`config.mk`:
```
export PLATFORM = sky130hd
export DESIGN_NAME = irq_source_conditioner
export DESIGN_NICKNAME = d
export VERILOG_FILES = /design/src/rtl/irq_pkg.sv /design/src/rtl/irq_sync_bit.sv /design/src/rtl/irq_source_conditioner.sv
export SDC_FILE = /design/constraint.sdc
export NUM_CORES = 1
export LEC_CHECK = 0
export CAP_MARGIN = 30
export CORE_MARGIN = 10
export CORE_UTILIZATION = 31
export CTS_BUF_LIST = sky130_fd_sc_hd__clkbuf_8
export CTS_CLUSTER_DIAMETER = 80
export CTS_CLUSTER_SIZE = 30
export DETAILED_ROUTE_END_ITERATION = 7
export PLACE_DENSITY = 0.64
export SYNTH_ARGS = -nofsm -noshare
export SYNTH_HDL_FRONTEND = slang
export SYNTH_SLANG_ARGS = --single-unit
```
`constraint.sdc`:
```
create_clock -name clk -period 2.8 [get_ports clk]
set_clock_uncertainty 0.15 [all_clocks]
set_input_delay 0.56 -clock clk [delete_from_list [all_inputs] [get_ports clk]]
set_output_delay 0.56 -clock clk [all_outputs]
set_load 0.05 [all_outputs]
```
`src/rtl/irq_pkg.sv`:
```
// Shared definitions for the interrupt source conditioner and the interrupt controller.
package irq_pkg;

    localparam int IRQ_NUM_SRC_DEFAULT     = 32;
    localparam int IRQ_SYNC_STAGES_DEFAULT = 2;

    // Request vector handed from the conditioner to the interrupt controller.
    typedef logic [IRQ_NUM_SRC_DEFAULT-1:0] irq_vec_t;

endpackage : irq_pkg

```
`src/rtl/irq_sync_bit.sv`:
```
// Multi-flop synchroniser for one asynchronous interrupt line.
// SYNC_STAGES must lie in 2..4; the chain reads zero throughout reset.
module irq_sync_bit
    import irq_pkg::*;
#(
    parameter int SYNC_STAGES = IRQ_SYNC_STAGES_DEFAULT
) (
    input  logic clk,
    input  logic reset_n,
    input  logic i_async,
    output logic o_sync
);

    logic [SYNC_STAGES-1:0] r_chain;

    // Shift the raw line through the chain; the last stage is the safe copy.
    always_ff @(posedge clk or negedge reset_n) begin
        if (!reset_n) begin
            r_chain <= '0;
        end else begin
            r_chain <= {r_chain[SYNC_STAGES-2:0], i_async};
        end
    end

    assign o_sync = r_chain[SYNC_STAGES-1];

endmodule : irq_sync_bit

```
`src/rtl/irq_source_conditioner.sv`:
```
// Turns raw peripheral interrupt lines into the registered request vector
// for the interrupt controller: synchronise, detect level/rising edge,
// latch pending, track overrun, mask and register.
module irq_source_conditioner
    import irq_pkg::*;
#(
    parameter int NUM_SRC     = IRQ_NUM_SRC_DEFAULT,
    parameter int SYNC_STAGES = IRQ_SYNC_STAGES_DEFAULT
) (
    input  logic               clk,
    input  logic               reset_n,
    input  logic [NUM_SRC-1:0] irq_raw,
    input  logic [NUM_SRC-1:0] cfg_edge,
    input  logic [NUM_SRC-1:0] mask_en,
    input  logic               clr_valid,
    input  logic [NUM_SRC-1:0] clr_vec,
    output logic [NUM_SRC-1:0] interrupt_req,
    output logic [NUM_SRC-1:0] pending,
    output logic [NUM_SRC-1:0] overrun,
    output logic               irq_any
);

    logic [NUM_SRC-1:0] w_s;
    logic [NUM_SRC-1:0] w_rise;
    logic [NUM_SRC-1:0] w_clr;
    logic [NUM_SRC-1:0] w_pend_next;
    logic [NUM_SRC-1:0] w_ovr_next;
    logic [NUM_SRC-1:0] w_req_next;

    logic [NUM_SRC-1:0] r_s_d;
    logic [NUM_SRC-1:0] r_pend;
    logic [NUM_SRC-1:0] r_ovr;
    logic [NUM_SRC-1:0] r_req;
    logic               r_any;

    genvar gi;
    generate
        for (gi = 0; gi < NUM_SRC; gi++) begin : g_sync
            irq_sync_bit #(
                .SYNC_STAGES(SYNC_STAGES)
            ) u_sync (
                .clk    (clk),
                .reset_n(reset_n),
                .i_async(irq_raw[gi]),
                .o_sync (w_s[gi])
            );
        end
    endgenerate

    // A rise is seen for exactly one cycle because s_d trails s by one flop.
    assign w_rise = w_s & ~r_s_d;
    assign w_clr  = clr_valid ? clr_vec : '0;

    // Edge sources: a rise always sets (so set beats clear), otherwise a
    // clear drops the bit, otherwise hold. Level sources just follow s.
    assign w_pend_next = (cfg_edge & (w_rise | (r_pend & ~w_clr)))
                       | (~cfg_edge & w_s);

    // Edge sources: a clear wins over everything, even a coincident rise;
    // a rise onto an already pending bit flags overrun. Level sources hold.
    assign w_ovr_next = (cfg_edge & ~w_clr & (r_ovr | (w_rise & r_pend)))
                      | (~cfg_edge & r_ovr);

    // Masking uses the registered pending, so unmasking takes one cycle.
    assign w_req_next = r_pend & mask_en;

    // All per-source state and the registered outputs advance together.
    always_ff @(posedge clk or negedge reset_n) begin
        if (!reset_n) begin
            r_s_d  <= '0;
            r_pend <= '0;
            r_ovr  <= '0;
            r_req  <= '0;
            r_any  <= 1'b0;
        end else begin
            r_s_d  <= w_s;
            r_pend <= w_pend_next;
            r_ovr  <= w_ovr_next;
            r_req  <= w_req_next;
            r_any  <= |w_req_next;
        end
    end

    assign interrupt_req = r_req;
    assign pending       = r_pend;
    assign overrun       = r_ovr;
    assign irq_any       = r_any;

endmodule : irq_source_conditioner

```
==> impl_results.md, run 1 <==
- Status: complete, no violations
- # nets final: 813
- Synth area leaders: dfrtp_1, a32o_1, a41oi_1
- Vias: 4482
- CP Launch Type: primary input
- Site row count: 52
- Max rail drop VDD: 338 uV
- First-pass GRT wire length: 27.9 mm
- Synth Area per Inst: 14.5 um2
- Chip height: 163 um
- Register bit total from synthesis: 193
- Final TNS setup: 0 ns
- Clk pin slew, worst setup/hold paths: 0.09 ns
- Post-Syn Instances: 437
- Overall routing resource usage: 13.5%
- CTS resizes: 0
- # DRC: 0
- Core Area: 0.0202 mm2
- Fin crit share: 91.4%
- Worst Setup End Kind: register
- Clk Latency, worst-skew pair: 0.44 ns
- Reg2reg start: pending[5]$_DFF_PN0_
- Multi-input logic area: 0.00134 mm2
- Total Power: 6.28 mW
- Number of antenna violations at the first check in global routing: 0
- Data required, critical path: 2.97 ns
- Pre-antenna DRT Iters: 4
- Max-cap viol count: 0
- Critical path arrival: 2.73 ns
- Worst Hold End: g_sync[15].u_sync.r_chain[1]$_DFF_PN0_
- Netlist cell types: 13
- DP HPWL: 13.6 mm
- Hold path cells: 0
- Routed WL: 18.0 mm
- Layout cell share with drive strength beyond 1: 5.91%
- Die X: 163 um
- Share of the synthesized area in the top cell type: 76.5%
- Post-CTS Setup Bufs: 0
- CTS Hold Bufs: 1
- Reg-to-reg endpoint: irq_any$_DFF_PN0_
- HP Class: register to register
- Post-Syn Nets: 568
- Maximum clock rate: 0.391 GHz
- Filler Cells Inserted: 1804
- R2R setup slack: 0.27 ns
- Slew at the pin closest to its max-slew limit: 0.603 ns
- Number of routed nets with antenna violations: 0
- Area leader, netlist: dfrtp_1
- Vias in the first global route: 5011
- Final Wtd Congestion: 0.793
- Via density: 4.65
- R2R depth: 4
- Ys Warns: 0
- Grt ovf: 0
- Placed cells: 932
- CTS Root Cell: clkbuf_8
- Per-cell routed wire length: 18.6 um
- Largest net degree at the start of global routing: 70
- Deepest clock path buffer count: 2
- Type of the worst setup path: primary input to register
- P&R area growth vs syn: 47.8%
- Pleak: 4.03 nW
- Cell Area, Synth: 0.00632 mm2
- Reg area: 0.00483 mm2
- Rel. slew slack: 59.8%
- Power Dens Cells: 673 mW/mm2
- RSZ-0062 raised after global routing: false
- Post-layout minimum cycle time: 2.56 ns
- Number of buffers added on ports: 227
- Total CTS buffers: 17
- Crit path max fanout: 2
- Hold_sp: g_sync[15].u_sync.r_chain[0]$_DFF_PN0_
- Seq/Total Area, Yosys: 76.5%
- Setup violators final: 0
- ANT cells: 0
- Commonest cells after routing, fill and taps aside: clkdlybuf4s50_1, dfrtp_1, nand2_1, inv_1
- I/O pins: 228
- Number of DRC markers in iteration 0: 251
- Clock sinks: 193
- CTS tree: yes
- DP Worst Slack: -0.211 ns
- Die Area: 0.0265 mm2
- Pins Over Slew Limit: 0
- Final std cells w/o fill: 964
- Initial core utilization: 31.3%
- Most common cell after layout, fill and taps aside: clkdlybuf4s50_1
- Worst setup margin: 0.242 ns
- Fin. Hold Viols: 0
- H-tree levels: 4
[power breakdown]
group	leakage (nW)	internal, mW	total (mW)	switching [mW]
combinational	1.51	0.554	1.42	0.868
sequential	2.32	3.01	3.16	0.148
clock	0.203	0.765	1.70	0.937
[per-stage QoR]
| stage | cell area [um2] | hold WS (ns) | utilization [%] |
|---|---|---|---|
| 2_1_floorplan | 6320 | 0.114 | - |
| 3_3_place_gp | 8960 | 0.182 | 44.4 |
| 3_5_place_dp | 8960 | 0.185 | 44.4 |
| 4_1_cts | 9340 | 0.201 | 46.3 |
| 5_1_grt | 9340 | 0.212 | 46.3 |
| 6_report | 9340 | 0.200 | 46.3 |
[flip-flops by register name, indices dropped and copies added (netlist names)]
signal / count
g_sync.u_sync.r_chain: 64
interrupt_req: 32
irq_any: 1
overrun: 32
pending: 32
r_s_d: 32
[critical path: stages]
cell,delay (ns)
clkdlybuf4s50_1,0.39
and2_4,0.15
or4_1,0.58
or4_1,0.55
or4_1,0.49
[cell families (layout without fill, tap and decap cells)]
kind of cell	after synthesis	after routing	share of synthesized area [%]
flip-flops	193	193	76.5
AND/OR/NAND/NOR	109	109	8.56
AO/OA/AOI/OAI	96	96	12.7
buffers and inverters	39	296	2.32
[how the worst max path moves through the flow]
stage	startpoint	end	slack, ns	depth (start not counted)
finish	mask_en[5]	irq_any$_DFF_PN0_	0.24	5
global route	mask_en[5]	irq_any$_DFF_PN0_	0.24	5
CTS	pending[17]$_DFF_PN0_	pending[17]	0.27	1
detailed placement	mask_en[5]	irq_any$_DFF_PN0_	-0.21	5
global placement	mask_en[5]	irq_any$_DFF_PN0_	-0.20	5
floorplan	pending[5]$_DFF_PN0_	irq_any$_DFF_PN0_	0.33	4
[metal layers]
layer | global-route usage (%) | vias up | part of all wire (%)
met2 | 22.7 | 161 | 50
met3 | 5.61 | 12 | 8.6
met4 | 4.10 | 0 | 1.0
met5 | 0 | - | 0
li1 | - | 2067 | -
met1 | 15.3 | 2242 | 40
[final cells by class]
class                           instances  share of cell area [%]
Multi-Input combinational cell        205                    14.4
Clock inverter                         11                   0.978
Clock buffer                           20                    2.95
Sequential cell                       193                    51.7
Timing Repair Buffer                  233                    25.1
Inverter                               32                    1.29
Tap cell                              270                    3.62
[synth_stat cells, drive strengths merged]
library cell	count
a32o	32
inv	32
nand2	64
a41oi	32
or2	4
or4	9
buf	3
clkbuf	4
a31oi	32
dfrtp	193
and2	32
No activity file was read; power rests on OpenSTA's default activity.
==> inputs of run 2 (changes only) <==
--- a/config.mk
+++ b/config.mk
@@ -10,7 +10,7 @@
 export CORE_UTILIZATION = 31
 export CTS_BUF_LIST = sky130_fd_sc_hd__clkbuf_8
 export CTS_CLUSTER_DIAMETER = 80
-export CTS_CLUSTER_SIZE = 30
+export CTS_CLUSTER_SIZE = 8
 export DETAILED_ROUTE_END_ITERATION = 7
 export PLACE_DENSITY = 0.64
 export SYNTH_ARGS = -nofsm -noshare
==> results of run 2 <==
Same layout as run 1: the final DEF is identical, and so are final timing and power.
